`src/rtl/serial_subtractor.sv`:
```
// Multi-cycle saturating two's-complement subtractor: Diff = A + ~B + 1,
// evaluated DIGIT bits per cycle from LSB to MSB, with N/Z/V flags.
module serial_subtractor #(
    parameter int WIDTH = 16,
    parameter int DIGIT = 1
) (
    input  logic             clk,
    input  logic             rst,
    input  logic             in_valid,
    output logic             in_ready,
    input  logic [WIDTH-1:0] A,
    input  logic [WIDTH-1:0] B,
    output logic             out_valid,
    input  logic             out_ready,
    output logic [WIDTH-1:0] Diff,
    output logic             FlagN,
    output logic             FlagZ,
    output logic             FlagV,
    output logic [1:0]       o_dbg_state
);

    // Handshake: a transfer happens on a rising edge where valid and ready are
    // both high; in_ready is high only in IDLE, out_valid only in DONE, and
    // Diff/flags stay constant while out_valid is high until out_ready is seen.

    // WIDTH must be a multiple of DIGIT; K is the number of RUN cycles.
    localparam int K  = WIDTH / DIGIT;
    localparam int CW = (K > 1) ? $clog2(K) : 1;

    typedef enum logic [1:0] {
        S_IDLE = 2'd0,
        S_RUN  = 2'd1,
        S_DONE = 2'd2
    } state_t;

    state_t           r_state;
    state_t           w_next_state;

    logic [WIDTH-1:0] r_a_sh;
    logic [WIDTH-1:0] r_b_sh;
    logic [WIDTH-1:0] r_res;
    logic             r_carry;
    logic [CW-1:0]    r_count;
    logic             r_sign_a;
    logic             r_sign_nb;
    logic [WIDTH-1:0] r_diff;
    logic             r_flag_n;
    logic             r_flag_z;
    logic             r_flag_v;

    logic [DIGIT:0]   w_chain;
    logic [DIGIT-1:0] w_sum;
    logic [WIDTH-1:0] w_res_next;
    logic [WIDTH-1:0] w_sat;
    logic [WIDTH-1:0] w_final;
    logic             w_v;
    logic             w_last;

    // ---------------- FSM: state register ----------------
    always_ff @(posedge clk or posedge rst) begin
        if (rst) begin
            r_state <= S_IDLE;
        end else begin
            r_state <= w_next_state;
        end
    end

    // ---------------- FSM: next-state logic ----------------
    always_comb begin
        w_next_state = r_state;
        case (r_state)
            S_IDLE: if (in_valid)  w_next_state = S_RUN;
            S_RUN:  if (w_last)    w_next_state = S_DONE;
            S_DONE: if (out_ready) w_next_state = S_IDLE;
            default:               w_next_state = S_IDLE;
        endcase
    end

    // ---------------- FSM: outputs ----------------
    always_comb begin
        in_ready    = (r_state == S_IDLE);
        out_valid   = (r_state == S_DONE);
        o_dbg_state = r_state;
    end

    // ---------------- digit datapath ----------------
    assign w_last = (r_state == S_RUN) && (r_count == CW'(K - 1));

    // Ripple of full-adder cells across one digit, fed by the running carry.
    always_comb begin
        w_chain    = '0;
        w_sum      = '0;
        w_chain[0] = r_carry;
        for (int i = 0; i < DIGIT; i++) begin
            w_sum[i]     = r_a_sh[i] ^ r_b_sh[i] ^ w_chain[i];
            w_chain[i+1] = (r_a_sh[i] & r_b_sh[i]) |
                           (w_chain[i] & (r_a_sh[i] ^ r_b_sh[i]));
        end
    end

    // New sum bits enter at the top so the LSB digit ends at bit 0 after K steps.
    assign w_res_next = (r_res >> DIGIT) | (WIDTH'(w_sum) << (WIDTH - DIGIT));

    // Overflow only when both addends share a sign that the result lacks.
    assign w_v     = (r_sign_a == r_sign_nb) && (w_res_next[WIDTH-1] != r_sign_a);
    assign w_sat   = r_sign_a ? {1'b1, {(WIDTH-1){1'b0}}} : {1'b0, {(WIDTH-1){1'b1}}};
    assign w_final = w_v ? w_sat : w_res_next;

    always_ff @(posedge clk or posedge rst) begin
        if (rst) begin
            r_a_sh    <= '0;
            r_b_sh    <= '0;
            r_res     <= '0;
            r_carry   <= 1'b1;
            r_count   <= '0;
            r_sign_a  <= 1'b0;
            r_sign_nb <= 1'b0;
            r_diff    <= '0;
            r_flag_n  <= 1'b0;
            r_flag_z  <= 1'b0;
            r_flag_v  <= 1'b0;
        end else begin
            case (r_state)
                S_IDLE: begin
                    if (in_valid) begin
                        r_a_sh    <= A;
                        r_b_sh    <= ~B;
                        r_res     <= '0;
                        r_carry   <= 1'b1;
                        r_count   <= '0;
                        r_sign_a  <= A[WIDTH-1];
                        r_sign_nb <= ~B[WIDTH-1];
                    end
                end
                S_RUN: begin
                    r_a_sh  <= r_a_sh >> DIGIT;
                    r_b_sh  <= r_b_sh >> DIGIT;
                    r_res   <= w_res_next;
                    r_carry <= w_chain[DIGIT];
                    r_count <= r_count + CW'(1);
                    if (w_last) begin
                        r_diff   <= w_final;
                        r_flag_n <= w_final[WIDTH-1];
                        r_flag_z <= (w_final == '0);
                        r_flag_v <= w_v;
                    end
                end
                default: begin
                end
            endcase
        end
    end

    assign Diff  = r_diff;
    assign FlagN = r_flag_n;
    assign FlagZ = r_flag_z;
    assign FlagV = r_flag_v;

endmodule

```
`config.mk`:
```
export PLATFORM = sky130hd
export DESIGN_NAME = serial_subtractor
export DESIGN_NICKNAME = d
export VERILOG_FILES = /design/src/rtl/serial_subtractor.sv
export SDC_FILE = /design/constraint.sdc
export NUM_CORES = 1
export LEC_CHECK = 0
export CORE_MARGIN = 2
export CORE_UTILIZATION = 40
export DETAILED_ROUTE_END_ITERATION = 10
export GPL_TIMING_DRIVEN = 1
export RECOVER_POWER = 50
export SYNTH_ARGS = -nofsm -noshare
export SYNTH_HDL_FRONTEND = slang
export SYNTH_SLANG_ARGS = --single-unit
```
`constraint.sdc`:
```
create_clock -name clk -period 2.9 [get_ports clk]
set_input_delay 0.58 -clock clk [delete_from_list [all_inputs] [get_ports clk]]
set_output_delay 0.58 -clock clk [all_outputs]
set_load 0.005 [all_outputs]
```
==> results.md <==
- Status: finished, final reports clean
- Root buffer cell: clkbuf_8
- Clock Power Share: 21.8%
- Util after Layout: 53.2%
- First DRT Iteration DRCs: 115
- Vias in the first global route: 2380
- Max FO, Critical Path: 7
- Worst Clk Skew: 0.00595 ns
- Synth area leader: dfrtp_1
- Setup crit end kind: output port
- Clk slew on worst S/H paths: 0.08 ns
- Clock Sinks: 74
- DR WL/cell: 13.3 um
- Sequential element share of the synthesized area: 57.1%
- Yosys cell types: 32
- Required time of the critical path: 2.32 ns
- LEAKAGE: 1.74 nW
- Global placer's final weighted congestion: 0.766
- FILL cells: 733
- Synthesized area: 3240 um^2
- Worst Hold Depth: 2
- RSZ-0062 raised after global routing: no
- R2r setup slk: 0.90 ns
- H-tree depth: 3
- Hold Path Sink: Diff[10]$_DFFE_PP0P_
- Max cap viols: 0
- Min cycle time layout: 2.18 ns
- Max clock buf depth: 2
- Post-CTS sizing: 0
- Vias per inst: 5.03
- DP HPWL: 4.52 mm
- Worst slew margin: 36.4%
- Top cell type's share of synthesized area: 56.3%
- P&R area growth vs syn: 28.0%
- Yosys warnings: 0
- Setup TNS Final: 0 ns
- CP startpoint kind: flop
- Pre-Repair DR Iteration Count: 4
- Hold_sp: Diff[10]$_DFFE_PP0P_
- #FFs+latches synth: 74
- Main synth FF type: dfrtp_1
- PwrDens: 1020 nW/um^2
- Max-slew violations: 0
- FP Rows: 32
- Reg-to-reg endpoint: Diff[14]$_DFFE_PP0P_
- Arrival time at the worst endpoint: 1.60 ns
- Die Span X: 94.1 um
- Syn Area/Cell: 9.19 um^2
- Hold Buf Count CTS: 0
- Commonest non-fill, non-tap cell in the layout: nand2_1
- Via count: 2571
- Comb power frac: 35.6%
- Slew at the pin with the worst max-slew slack: 0.954 ns
- DRC viols: 0
- Share of cells above drive strength 1: 7.09%
- # IOs: 59
- Final WL: 6.82 mm
- Ys async rst share: 100%
- Switch Pwr: 1.50 mW
- Int Pwr: 2.75 mW
- VDD IR-drop max: 0.451 mV
- Initial antenna violation count: 0
- Worst hold path class: flop to flop
- GR Overflow Total: 0
- EDFF count, synth: 0
- Upper clock frequency limit: 0.459 GHz
- Sw Share: 35.4%
- Die footprint: 8850 um^2
- # setup viols final: 0
- Nets: 442
- Setup Fix Bufs, Post-CTS: 0
- Antenna Nets Post-Route: 0
- Fin. Hold Viols: 0
- First-pass GRT wire length: 11.5 mm
- Post-synth net total: 391
- IO Port Bufs: 58
- Critical path class: flop to output port
- GRT Overall Usage: 16.6%
- Worst-Skew Late Latency: 0.34 ns
- Seq pwr share: 42.7%
- Die H: 94.1 um
- Core footprint: 7810 um^2
- Most frequent cells in the layout: nand2_1, dfrtp_1, nor2_1
- Largest net degree at the start of global routing: 62
- R2r worst-path depth: 5
- Synth area leaders: dfrtp_1, nand2_1, nor2_1
- R2R Path Start: r_a_sh[0]$_DFFE_PP0P_
- Mapped Cells: 353
- CTS buffer count: 9
- Antenna Cells: 0
- Crit share post-route: 75.1%
- CTS tree: done
- Starting density of the core: 41.6%
-- metal layers --
metal  global-route usage (%)  vias to the layer above  share of wire, %  routed length, um
li1                         -                     1308                 -                  -
met1                     23.1                     1196                50               3410
met2                     25.3                       59                44               3030
met3                     3.05                        8               4.0                271
met4                     7.25                        0               1.5                102
met5                        0                        -                 0                  0
-- stage by stage --
step / hold slack [ns] / total power [mW] / worst slack, ns / instance area (um^2) / instances
after detailed placement: 0.470 / 3.37 / 0.746 / 3920 / 495
after global placement: 0.463 / 3.32 / 0.797 / 3920 / 495
after floorplan: 0.450 / 2.83 / 0.440 / 3240 / 353
after global routing: 0.502 / 4.59 / 0.645 / 4150 / 511
final: 0.478 / 4.25 / 0.722 / 4150 / 511
after CTS: 0.486 / 4.30 / 0.694 / 4160 / 511
-- sequential cells by signal, summed over array words and instances, names as in the netlist --
signal       count
r_sign_nb        1
FlagV            1
r_sign_a         1
Diff            16
r_res           15
o_dbg_state      2
r_count          4
FlagZ            1
r_a_sh          16
r_b_sh          16
r_carry          1
-- cells in the mapped netlist (2+ instances only) --
cell type  count
nor2_1        62
nand2_1       78
nor2b_1        3
buf_2          6
o22ai_1       15
nand4_1        2
dfrtp_1       73
inv_1          2
nor4_1         2
o2bb2ai_1     15
o21ai_0       41
a211oi_1      15
nand2b_1       3
clkbuf_1      17
a21oi_1        2
-- power by group through the flow --
stage               registers, mW  logic [mW]  clock network, mW
CTS                          1.81        1.54              0.947
floorplan                    1.72        1.12                  0
global route                 1.87        1.73              0.992
global placement             1.82        1.50                  0
detailed placement           1.83        1.54                  0
finish                       1.81        1.51              0.925
-- cells by family (layout without fill, tap and decap cells) --
| family | count (synthesis) | count (layout) | synth area share (%) |
|---|---|---|---|
| AO/OA/AOI/OAI | 93 | 93 | 18.4 |
| adder cells (fa/ha/maj) | 2 | 2 | 1.00 |
| AND/OR/NAND/NOR | 157 | 157 | 19.7 |
| buffers and inverters | 26 | 82 | 3.36 |
| flip-flops | 74 | 74 | 57.1 |
| multiplexers | 1 | 1 | 0.347 |
-- critical path: stages, from the launching register on --
cell and delay, ns:
dfrtp_1 0.49, nand2b_1 0.20, inv_1 0.07, clkdlybuf4s50_1 0.50
-- worst max path at each step --
stage	startpoint	to	slack, ns	depth (start not counted)
after floorplan	rst	Diff[0]$_DFFE_PP0P_	0.44	1
after global placement	in_valid	r_b_sh[11]$_DFFE_PP0P_	0.80	5
after detailed placement	in_valid	r_b_sh[12]$_DFFE_PP0P_	0.75	5
after CTS	o_dbg_state[0]$_DFFE_PP0P_	out_valid	0.69	3
after global routing	o_dbg_state[0]$_DFFE_PP0P_	out_valid	0.64	3
final	o_dbg_state[0]$_DFFE_PP0P_	out_valid	0.72	3
-- area by class of cell --
cell class                 count  area [um^2]  area share, %
multi-input combinational    253         1290           31.1
clock buffer                  12          165           3.98
clock inverter                 4         72.6           1.75
timing repair buffer          64          636           15.3
tap                          102          128           3.07
sequential                    74         1850           44.6
inverter                       2         7.51          0.181
(Power assumes the default switching activity.)
